$ cat src/rtl/vga_timing_gen_pkg.sv
// Shared raster timing sets and polarity constants for the VGA timing generator
// and the framebuffer address generator.
package vga_timing_gen_pkg;

   localparam int POL_NEG = 0;
   localparam int POL_POS = 1;

   // 1024x768 @ 60 Hz, 65 MHz pixel clock
   localparam int VGA1024_H_VIS  = 1024;
   localparam int VGA1024_H_FP   = 24;
   localparam int VGA1024_H_SYNC = 136;
   localparam int VGA1024_H_BP   = 160;
   localparam int VGA1024_V_VIS  = 768;
   localparam int VGA1024_V_FP   = 3;
   localparam int VGA1024_V_SYNC = 6;
   localparam int VGA1024_V_BP   = 29;
   localparam int VGA1024_H_POL  = POL_NEG;
   localparam int VGA1024_V_POL  = POL_NEG;

   // 640x480 @ 60 Hz, 25.175 MHz pixel clock
   localparam int VGA640_H_VIS   = 640;
   localparam int VGA640_H_FP    = 16;
   localparam int VGA640_H_SYNC  = 96;
   localparam int VGA640_H_BP    = 48;
   localparam int VGA640_V_VIS   = 480;
   localparam int VGA640_V_FP    = 10;
   localparam int VGA640_V_SYNC  = 2;
   localparam int VGA640_V_BP    = 33;
   localparam int VGA640_H_POL   = POL_NEG;
   localparam int VGA640_V_POL   = POL_NEG;

   function automatic int axis_total(input int vis, input int fp, input int sync, input int bp);
      return vis + fp + sync + bp;
   endfunction

endpackage

$ cat src/rtl/vga_timing_gen_axis_counter.sv
// One raster axis: counter over visible/front-porch/sync/back-porch with wrap,
// sync-region and visible-region decode.
module vga_axis_counter
   import vga_timing_gen_pkg::*;
#(
   parameter int VIS  = 1024,
   parameter int FP   = 24,
   parameter int SYNC = 136,
   parameter int BP   = 160,
   parameter int CW   = 11
) (
   input  logic          clk_i,
   input  logic          rst_i,
   input  logic          ce_i,
   input  logic          clr_i,
   output logic [CW-1:0] cnt_o,
   output logic          wrap_o,
   output logic          sync_o,
   output logic          vis_o
);

   localparam int TOTAL = axis_total(VIS, FP, SYNC, BP);
   localparam logic [CW-1:0] LAST      = CW'(TOTAL - 1);
   localparam logic [CW-1:0] VIS_END   = CW'(VIS);
   localparam logic [CW-1:0] SYNC_BEG  = CW'(VIS + FP);
   localparam logic [CW-1:0] SYNC_LAST = CW'(VIS + FP + SYNC - 1);

   logic [CW-1:0] cnt_q;
   logic [CW-1:0] cnt_d;

   always_comb begin
      cnt_d = cnt_q;
      if (clr_i) begin
         cnt_d = '0;
      end else if (ce_i) begin
         cnt_d = wrap_o ? '0 : cnt_q + CW'(1);
      end
   end

   always_ff @(posedge clk_i or posedge rst_i) begin
      if (rst_i) begin
         cnt_q <= '0;
      end else begin
         cnt_q <= cnt_d;
      end
   end

   assign cnt_o  = cnt_q;
   assign wrap_o = (cnt_q == LAST);
   assign sync_o = (cnt_q >= SYNC_BEG) && (cnt_q <= SYNC_LAST);
   assign vis_o  = (cnt_q < VIS_END);

endmodule

$ cat src/rtl/vga_timing_gen.sv
// Parametrised VGA/VESA raster timing generator with pixel-clock divider and
// run/stop control; all raster outputs registered one clk after the counters.
module vga_timing_gen
   import vga_timing_gen_pkg::*;
#(
   parameter int CW      = 11,
   parameter int H_VIS   = VGA1024_H_VIS,
   parameter int H_FP    = VGA1024_H_FP,
   parameter int H_SYNC  = VGA1024_H_SYNC,
   parameter int H_BP    = VGA1024_H_BP,
   parameter int V_VIS   = VGA1024_V_VIS,
   parameter int V_FP    = VGA1024_V_FP,
   parameter int V_SYNC  = VGA1024_V_SYNC,
   parameter int V_BP    = VGA1024_V_BP,
   parameter int H_POL   = VGA1024_H_POL,
   parameter int V_POL   = VGA1024_V_POL,
   parameter int PIX_DIV = 1
) (
   input  logic          clk,
   input  logic          rst,
   input  logic          run,
   output logic          h_sync,
   output logic          v_sync,
   output logic          avr,
   output logic          vblank,
   output logic [CW-1:0] pixel_num,
   output logic [CW-1:0] line_num,
   output logic          line_start,
   output logic          frame_start,
   output logic          pix_ce
);

   localparam logic [3:0] DIV_LAST = 4'(PIX_DIV - 1);
   localparam logic       HS_IDLE  = (H_POL == 0);
   localparam logic       VS_IDLE  = (V_POL == 0);

   logic [3:0]    div_cnt_q, div_cnt_d;
   logic          ce;
   logic [CW-1:0] h_cnt, v_cnt;
   logic          h_wrap, v_wrap_unused;
   logic          h_sact, v_sact, h_vis, v_vis;

   logic          h_sync_q, v_sync_q, avr_q, vblank_q, line_start_q, frame_start_q;
   logic          h_sync_d, v_sync_d, avr_d, vblank_d, line_start_d, frame_start_d;
   logic [CW-1:0] pixel_num_q, line_num_q, pixel_num_d, line_num_d;

   // Pixel enable is held low while in reset so it reads 0 alongside the other outputs.
   assign ce = run & ~rst & (div_cnt_q == '0);

   always_comb begin
      div_cnt_d = div_cnt_q + 4'd1;
      if (!run || (div_cnt_q == DIV_LAST)) begin
         div_cnt_d = '0;
      end
   end

   always_ff @(posedge clk or posedge rst) begin
      if (rst) begin
         div_cnt_q <= '0;
      end else begin
         div_cnt_q <= div_cnt_d;
      end
   end

   vga_axis_counter #(
      .VIS(H_VIS), .FP(H_FP), .SYNC(H_SYNC), .BP(H_BP), .CW(CW)
   ) u_h_axis (
      .clk_i(clk), .rst_i(rst), .ce_i(ce), .clr_i(~run),
      .cnt_o(h_cnt), .wrap_o(h_wrap), .sync_o(h_sact), .vis_o(h_vis)
   );

   vga_axis_counter #(
      .VIS(V_VIS), .FP(V_FP), .SYNC(V_SYNC), .BP(V_BP), .CW(CW)
   ) u_v_axis (
      .clk_i(clk), .rst_i(rst), .ce_i(ce & h_wrap), .clr_i(~run),
      .cnt_o(v_cnt), .wrap_o(v_wrap_unused), .sync_o(v_sact), .vis_o(v_vis)
   );

   always_comb begin
      h_sync_d      = (H_POL != 0) ? h_sact : ~h_sact;
      v_sync_d      = (V_POL != 0) ? v_sact : ~v_sact;
      avr_d         = h_vis & v_vis;
      vblank_d      = ~v_vis;
      pixel_num_d   = h_cnt;
      line_num_d    = v_cnt;
      line_start_d  = (h_cnt == '0);
      frame_start_d = (h_cnt == '0) && (v_cnt == '0);
   end

   // Outputs load only on pixel enable, so every strobe lasts one full pixel period.
   always_ff @(posedge clk or posedge rst) begin
      if (rst) begin
         h_sync_q      <= HS_IDLE;
         v_sync_q      <= VS_IDLE;
         avr_q         <= 1'b0;
         vblank_q      <= 1'b0;
         pixel_num_q   <= '0;
         line_num_q    <= '0;
         line_start_q  <= 1'b0;
         frame_start_q <= 1'b0;
      end else if (!run) begin
         h_sync_q      <= HS_IDLE;
         v_sync_q      <= VS_IDLE;
         avr_q         <= 1'b0;
         vblank_q      <= 1'b0;
         pixel_num_q   <= '0;
         line_num_q    <= '0;
         line_start_q  <= 1'b0;
         frame_start_q <= 1'b0;
      end else if (ce) begin
         h_sync_q      <= h_sync_d;
         v_sync_q      <= v_sync_d;
         avr_q         <= avr_d;
         vblank_q      <= vblank_d;
         pixel_num_q   <= pixel_num_d;
         line_num_q    <= line_num_d;
         line_start_q  <= line_start_d;
         frame_start_q <= frame_start_d;
      end
   end

   assign h_sync      = h_sync_q;
   assign v_sync      = v_sync_q;
   assign avr         = avr_q;
   assign vblank      = vblank_q;
   assign pixel_num   = pixel_num_q;
   assign line_num    = line_num_q;
   assign line_start  = line_start_q;
   assign frame_start = frame_start_q;
   assign pix_ce      = ce;

endmodule

$ cat config.mk
export PLATFORM = sky130hd
export DESIGN_NAME = vga_timing_gen
export DESIGN_NICKNAME = d
export VERILOG_FILES = /design/src/rtl/vga_timing_gen_pkg.sv /design/src/rtl/vga_timing_gen_axis_counter.sv /design/src/rtl/vga_timing_gen.sv
export SDC_FILE = /design/constraint.sdc
export NUM_CORES = 1
export LEC_CHECK = 0
export ABC_AREA = 1
export CORE_ASPECT_RATIO = 0.5
export CORE_MARGIN = 1.5
export CORE_UTILIZATION = 25
export CTS_BUF_LIST = sky130_fd_sc_hd__clkbuf_8
export CTS_CLUSTER_DIAMETER = 200
export DETAILED_ROUTE_END_ITERATION = 10
export SLEW_MARGIN = 15
export SYNTH_ARGS = -nofsm -noshare
export SYNTH_HDL_FRONTEND = slang
export SYNTH_SLANG_ARGS = --single-unit
$ cat constraint.sdc
create_clock -name clk -period 2.1 [get_ports clk]
set_input_delay 0.315 -clock clk [delete_from_list [all_inputs] [get_ports clk]]
set_output_delay 0.315 -clock clk [all_outputs]
set_load 0.05 [all_outputs]
# Word level (Yosys, flattened, before mapping)
# Cells that the tools add are included.
# W data, S select, Z words.
op_classes:
  n_eq_ne: 4
  reduce_logical: 8
  muxes: 23
  n_lt_le_gt_ge: 6
  bitwise: 8
  add_sub_neg: 3
ops:
  columns: ["operator", "count"]
  rows:
  - ["$mux W11", 10]
  - ["$add A11 B1 Y11 const B", 2]
  - ["$logic_not A11 Y1", 2]
  - ["$mux W1", 12]
  - ["$eq A11 B10 Y1 const B", 1]
  - ["$eq A11 B11 Y1 const B", 1]
  - ["$ge A11 B10 Y1 const B", 1]
  - ["$ge A11 B11 Y1 const B", 1]
  - ["$le A11 B10 Y1 const B", 1]
  - ["$le A11 B11 Y1 const B", 1]
  - ["$lt A11 B10 Y1 const B", 1]
  - ["$lt A11 B11 Y1 const B", 1]
  - ["$add A4 B1 Y4 const B", 1]
  - ["$and A1 B1 Y1", 4]
  - ["$logic_not A4 Y1", 1]
  - ["$mux W4", 1]
  - ["$ne A2 B1 Y1 const B", 2]
  - ["$not A1 Y1", 4]
  - ["$logic_and A1 B1 Y1", 3]
  - ["$logic_not A1 Y1", 1]
  - ["$logic_or A1 B1 Y1", 1]
word_totals:
  ff_bits: 54
  elab_cells: 63

# Logic depth before layout (Yosys ltp)
# Gate-level depths: netlist of run 1.
depth:
  ltp_word: 6
  depth_mapped: 10

# Hierarchy
# A second synthesis of run 1 with hierarchy kept.
hier_totals:
  hier_cells: 366
  hier_area_um2: 2920.3
modules_own_cells:
  columns: ["mod", "cells_per_inst", "area_each_um2", "seq_area_each_um2", "instances"]
  rows:
  - ["vga_timing_gen", 156, 1355.0, 803.3, 1]
  - ["vga_axis_counter at u_v_axis", 110, 797.0, 275.3, 1]
  - ["vga_axis_counter at u_h_axis", 100, 768.2, 275.3, 1]

# Worst setup path after synthesis of run 1
# Ideal clock, no wire load.
synth_path:
  kind: "reg-to-reg"
  start: "reg div_cnt_q[0]"
  end: "reg u_v_axis.cnt_q[2] (netlist: u_v_axis.cnt_o[2])"
  slack_ns: 0.487
  t_arrival_ns: 1.548
  period_less_slack_ns: 1.613
  setup_time_ns: 0.065
  stages_incl_launch_ff: 9
  path_cell_list: "dfrtp_1 > inv_1 > ha_1 > nand2_1 > nor2_4 > nand3_1 > nor2_2 > nand2_1 > nand2_1"
synth_via:
  elab_chain_cells: 4
synth_lines:
  columns: ["element", "line", "source"]
  rows:
  - ["from (decl)", "vga_timing_gen.sv:37", "logic [3:0] div_cnt_q, div_cnt_d;"]
  - ["from (signal assigned)", "vga_timing_gen.sv:61", "div_cnt_q <= div_cnt_d;"]
  - ["$logic_not A4 Y1", "vga_timing_gen.sv:48", "assign ce = run & ~rst & (div_cnt_q == '0);"]
  - ["$and A1 B1 Y1", "vga_timing_gen.sv:48", null]
  - ["named net pix_ce", "vga_timing_gen.sv:30", "output logic pix_ce"]
  - ["$and A1 B1 Y1", "vga_timing_gen.sv:75", ".clk_i(clk), .rst_i(rst), .ce_i(ce & h_wrap), .clr_i(~run),"]
  - ["$ne A2 B1 Y1 (no line)", null, null]
  - ["to (signal assigned)", "vga_timing_gen_axis_counter.sv:44", "cnt_q <= cnt_d;"]
  - ["to (decl)", "vga_timing_gen_axis_counter.sv:28", "logic [CW-1:0] cnt_q;"]
# The timed path passes the listed nets, and every way through them passes these cells.
# A chain may end at the register's enable or synchronous reset.

# Worst setup path in the final report of run 1
layout_path:
  start: "reg v_sync_q (netlist: v_sync)"
  end: "out v_sync"
layout_lines:
  columns: ["element", "line", "source"]
  rows:
  - ["from (decl)", "vga_timing_gen.sv:43", "logic h_sync_q, v_sync_q, avr_q, vblank_q, line_start_q, frame_start_q;"]
  - ["from (signal assigned)", "vga_timing_gen.sv:112", "v_sync_q <= v_sync_d;"]
  - ["to (decl)", "vga_timing_gen.sv:23", "output logic v_sync,"]
# No word-level cell between the ends.

==> qor.txt, run 1 <==
Area growth from synthesis to layout: 20.9%
CTS Hold Bufs: 0
Maximum vdd ir drop: 0.237 mV
Power, Total: 0.00195 W
Post-synthesis adder-cell area fraction: 3.07%
Crit path DAT: 1.66 ns
CP peak stage delay: 0.80 ns
Slew Viols, Final: 0
# rows: 27
XOR/XNOR Fraction of Synth Area: 1.84%
DR iter-0 viols: 279
Status: complete, no violations
Chip Height: 78.6 microns
Largest delay share family, worst path: buffers and inverters
Die W: 154 microns
DRC: 0
Crit Path Category: reg -> out
Synthesized area: 2860 sq um
CP Capture Type: output pin
Drt total wl: 6660 microns
RSZ-0062 raised after global routing: false
Post-Place Worst Slack: 0.123 ns
P_leak: 1.63 nW
Hpwl dp: 4810 microns
Placer Congestion: 0.806
Post-synthesis simple-gate area fraction: 32.4%
Fmax: 505 MHz
Die Footprint: 12100 sq um
Root Buffer Master: clkbuf_8
Fin Clk Skew: 0.0116 ns
Initial core utilization: 25.9%
I/O pin cnt: 32
CP max stage cell: clkdlybuf4s50_1
Number of synthesized register bits: 54
Commonest non-fill, non-tap cell in the layout: nand2_1
Unique cell type count in the Yosys netlist: 29
Post-synthesis sequential area ratio: 47.4%
Layout cells sized above 1: 8.93%
PD cells: 565 nW/um^2
ANT nets after route: 0
Syn. warnings: 0
CTS Buf Count: 5
Clock Path Buffers: 2
HP Class: in -> async
Main combinational cell family by area after synthesis: simple AND/OR/NAND/NOR gates
Max_slew headroom: 65.5%
CTS tree: done
CTS Sinks: 54
WP data required: 1.78 ns
Post-DR wirelength/cell: 12.4 microns
Final period utilization: 94.2%
Core ar.: 11000 sq um
Final net count: 401
WP buf/inv: 1
DP Cell Count: 529
Global Route Usage Sum: 11.9%
Compound-cell area share of the yosys netlist: 7.40%
# fillers: 1174
Post-CTS setup buffer count: 0
Fin. Hold Viols: 0
Setup_tns: 0 ns
Vias: 2418
Worst-path clk slew: 0.10 ns
Initial antenna violation count: 0
Worst-Margin Slew: 0.517 ns
Avg Inst Size Synth: 8.00 sq um
Syn Inst Count: 357
Ant diodes: 0
Vias in the first global route: 2369
MaxCap Viol Count: 0
Syn nets: 367
Post-synthesis mux area share: 0%
Most frequent cells in the layout: nand2_1, dfrtp_1, inv_1
Critical path, cell by cell: clkdlybuf4s50_1
Post-Layout Cell Count: 537
DR vias/cell: 4.50
Setup crit start: v_sync
Largest net degree at the start of global routing: 40
Setup ws final: 0.121 ns
Worst-Skew Late Latency: 0.31 ns
First-pass GRT wire length: 11500 microns
Grt ovf: 0
R2r startpoint: div_cnt_q[0]
Port Buffers: 31
Time the worst path needs with I/O delays and setup: 1.98 ns
H-tree levels: 2
Critical path fanouts, max: 2
# setup viols final: 0
Critical Path Start Type: flip-flop
Cts repair resizes: 0
DR pass1 iterations: 5
## final timing paths
check / endpoint / slack, ns / cells past startpoint
worst max-delay path: v_sync / 0.12 / 1
max in group asynchronous: h_sync / 1.11 / 3
worst min register to register: vblank / 0.48 / 2
min in group clk: vblank / 0.48 / 2
worst max register to register: u_v_axis.cnt_o[1] / 0.38 / 8
worst min-delay path: u_v_axis.cnt_o[6] / 0.42 / 2
## power breakdown
group	leakage, nW	switching, W	internal, W
Clock	0.0607	0.000341	0.000348
Combinational	0.825	0.000136	0.0000578
Sequential	0.741	0.0000124	0.00105
## metal layers
| layer | GRT usage [%] | vias up | wire (microns) |
|---|---|---|---|
| li1 | - | 1209 | - |
| met1 | 15.5 | 1152 | 3180 |
| met2 | 20.5 | 47 | 3140 |
| met3 | 1.71 | 10 | 240 |
| met4 | 3.88 | 0 | 88 |
| met5 | 0 | - | 0 |
## per-stage QoR
step | utilization, % | hold WS (ns) | area [sq um]
2_1_floorplan | - | 0.453 | 2860
3_3_place_gp | 30.3 | 0.462 | 3350
3_5_place_dp | 30.3 | 0.463 | 3350
4_1_cts | 31.3 | 0.433 | 3450
5_1_grt | 31.3 | 0.429 | 3450
6_report | 31.3 | 0.416 | 3450
## Yosys cell counts
cell type  count  area, sq um
o211ai_1       1         7.51
ha_1           7         87.6
a21oi_1        1         5.00
buf_2          4         20.0
o22ai_1        5         31.3
nor2_8         1         20.0
nand2_2        3         18.8
clkbuf_1       3         11.3
nand3_1       24          120
nor2_1        33          124
o21ai_0       23          115
xor2_1         5         43.8
nand2_4        1         11.3
buf_6          4         45.0
inv_1         36          135
nor2_4         4         45.0
nand3b_1       1         7.51
inv_2          4         15.0
nor3_1         2         10.0
o21ai_1        4         20.0
xnor2_1        1         8.76
nand4_1       15         93.8
dfrtp_1       52         1300
nand3_4        2         35.0
a22o_1         2         17.5
o31ai_1        2         15.0
nand2_1      112          420
nor2_2         3         18.8
dfstp_2        2         52.6
## sequential cells by signal (all words and copies together) (netlist names)
register / flops
v_sync: 1
frame_start: 1
pixel_num: 11
line_start: 1
div_cnt_q: 4
line_num: 11
u_v_axis.cnt_o: 11
h_sync: 1
u_h_axis.cnt_o: 11
avr: 1
vblank: 1
## cell families (layout without fill, tap and decap cells)
| family | count (synthesis) | in the layout |
|---|---|---|
| AOI/OAI and AO/OA | 38 | 38 |
| and+or+nand+nor | 201 | 201 |
| adders and majority gates | 7 | 7 |
| xor gates and xnor gates | 6 | 6 |
| DFF | 54 | 54 |
| buffers and inverters | 51 | 86 |
## cell type report
class                      instances  area, sq um  area share (%)
sequential                        54         1350            39.2
multi-input combinational        252         1280            37.0
timing repair buffer              38          385            11.2
tap                              145          181            5.25
inverter                          40          150            4.35
clock buffer                       5         68.8            1.99
clock inverter                     3         37.5            1.09
Note: power is estimated with default switching activity, not from simulation.
==> run 2, diff against run 1 <==
--- a/config.mk
+++ b/config.mk
@@ -6,6 +6,7 @@
 export NUM_CORES = 1
 export LEC_CHECK = 0
 export ABC_AREA = 1
+export CAP_MARGIN = 20
 export CORE_ASPECT_RATIO = 0.5
 export CORE_MARGIN = 1.5
 export CORE_UTILIZATION = 25
==> results of run 2 <==
Final layout, timing and power as in run 1 (identical DEF).
==> run 3, diff against run 2 <==
--- a/config.mk
+++ b/config.mk
@@ -8,11 +8,12 @@
 export ABC_AREA = 1
 export CAP_MARGIN = 20
 export CORE_ASPECT_RATIO = 0.5
-export CORE_MARGIN = 1.5
+export CORE_MARGIN = 2
 export CORE_UTILIZATION = 25
 export CTS_BUF_LIST = sky130_fd_sc_hd__clkbuf_8
 export CTS_CLUSTER_DIAMETER = 200
 export DETAILED_ROUTE_END_ITERATION = 10
+export HOLD_SLACK_MARGIN = 0.08
 export SLEW_MARGIN = 15
 export SYNTH_ARGS = -nofsm -noshare
 export SYNTH_HDL_FRONTEND = slang
==> qor.txt, run 3 (synthesized netlist as in run 1, its figures left out) <==
Status: complete, no violations
Time the worst path needs with I/O delays and setup: 1.98 ns (+0.00279 ns)
Fmax: 505 MHz (-0.14%)
Slew Viols, Final: 0 (unchanged)
Fin. Hold Viols: 0 (unchanged)
H-tree levels: 2 (unchanged)
CP peak stage delay: 0.81 ns (about the same)
DR iter-0 viols: 185 (-34%)
ANT nets after route: 0 (unchanged)
DP Cell Count: 530 (+0.19%)
Die W: 155 microns (+0.65%)
MaxCap Viol Count: 0 (unchanged)
Final net count: 402 (+0.25%)
CTS Hold Bufs: 0 (unchanged)
Max_slew headroom: 64.6% (-0.81 points)
Worst-Skew Late Latency: 0.31 ns (about the same)
RSZ-0062 raised after global routing: false
DR vias/cell: 4.43 (-1.7%)
# setup viols final: 0 (unchanged)
Most frequent cells in the layout: nand2_1, dfrtp_1, inv_1
Root Buffer Master: clkbuf_8
Initial antenna violation count: 0 (unchanged)
Final period utilization: 94.4% (+0.13 points)
Clock Path Buffers: 2 (unchanged)
Post-CTS setup buffer count: 0 (unchanged)
DP Area: 3370 sq um (+0.60%)
PD cells: 537 nW/um^2 (-4.9%)
Critical path, cell by cell: clkdlybuf4s50_1
Commonest non-fill, non-tap cell in the layout: nand2_1
First-pass GRT wire length: 11400 microns (-0.84%)
DRC: 0 (unchanged)
Port Buffers: 31 (unchanged)
Worst-path clk slew: 0.09 ns (about the same)
Drt total wl: 6550 microns (-1.6%)
WP data required: 1.78 ns (about the same)
Ant diodes: 0 (unchanged)
Setup_tns: 0 ns (unchanged)
Layout cells sized above 1: 9.41% (+0.49 points)
P_leak: 1.63 nW (about the same)
# rows: 27 (unchanged)
Initial core utilization: 25.9% (unchanged)
HP Class: in -> async
Die Footprint: 12300 sq um (+1.9%)
Critical path fanouts, max: 2 (unchanged)
Largest net degree at the start of global routing: 23 (-43%)
Crit Path Category: reg -> out
Crit path DAT: 1.67 ns (about the same)
Chip Height: 79.6 microns (+1.3%)
I/O pin cnt: 32 (unchanged)
CTS tree: done
DR pass1 iterations: 4 (-1)
Worst-Margin Slew: 0.530 ns (+0.0130 ns)
Core ar.: 11000 sq um (unchanged)
Post-DR wirelength/cell: 12.2 microns (-1.8%)
Maximum vdd ir drop: 0.192 mV (-19%)
Area growth from synthesis to layout: 21.1%
Hold_ws: 0.479 ns (+0.0633 ns)
Vias in the first global route: 2336 (-1.4%)
Fin Clk Skew: 0.00745 ns (-0.00413 ns)
Final instance area: 3460 sq um (+0.15%)
Vias: 2381 (-1.5%)
CP Capture Type: output pin
CTS Buf Count: 5 (unchanged)
WP buf/inv: 1 (unchanged)
Largest delay share family, worst path: buffers and inverters
Global Route Usage Sum: 11.5% (-0.39 points)
CP max stage cell: clkdlybuf4s50_1
CTS Sinks: 54 (unchanged)
Hpwl dp: 5000 microns (+3.9%)
Placer Congestion: 0.818 (+1.5%)
Post-Layout Cell Count: 538 (+0.19%)
Critical Path Start Type: flip-flop
Cts repair resizes: 0 (unchanged)
Grt ovf: 0 (unchanged)
-- run 3: cell type report --
type / instances / area, sq um
multi-input combinational: 252 / 1280
timing repair buffer: 39 / 405
clock inverter: 2 / 8.76
clock buffer: 6 / 82.6
fill: 1165 / 7590
sequential: 54 / 1350
inverter: 40 / 150
tap: 145 / 181
-- run 3: final timing paths --
path                              start                end  slack, ns  cells after the start
max                              h_sync             h_sync       0.12                      1
min                                 rst  u_h_axis.cnt_o[9]       0.48                      2
max reg2reg                div_cnt_q[0]  u_v_axis.cnt_o[0]       0.41                      8
min reg2reg                      vblank             vblank       0.48                      2
max in group asynchronous           rst        line_num[8]       1.13                      3
min in group clk                 vblank             vblank       0.48                      2
-- run 3: routing by layer --
layer / vias up / share of wire [%] / track usage [%]
met5: - / 0 / 0
met4: 0 / 1.1 / 2.94
met3: 6 / 3.7 / 2.06
met2: 30 / 47 / 19.1
met1: 1128 / 48 / 15.7
li1: 1217 / - / -
-- run 3: per-stage QoR --
stage	power, W	setup WS, ns	util [%]
CTS	0.00189	0.0834	31.3
floorplan	0.00122	0.474	-
finish	0.00186	0.119	31.3
global placement	0.00129	0.245	30.5
detailed placement	0.00129	0.182	30.5
global route	0.00197	0.00721	31.3
-- run 3: power by group --
group | internal, W | switching (W) | total (W)
Clock | 0.000262 | 0.000329 | 0.000591
Sequential | 0.00105 | 0.0000130 | 0.00107
Combinational | 0.0000620 | 0.000137 | 0.000199
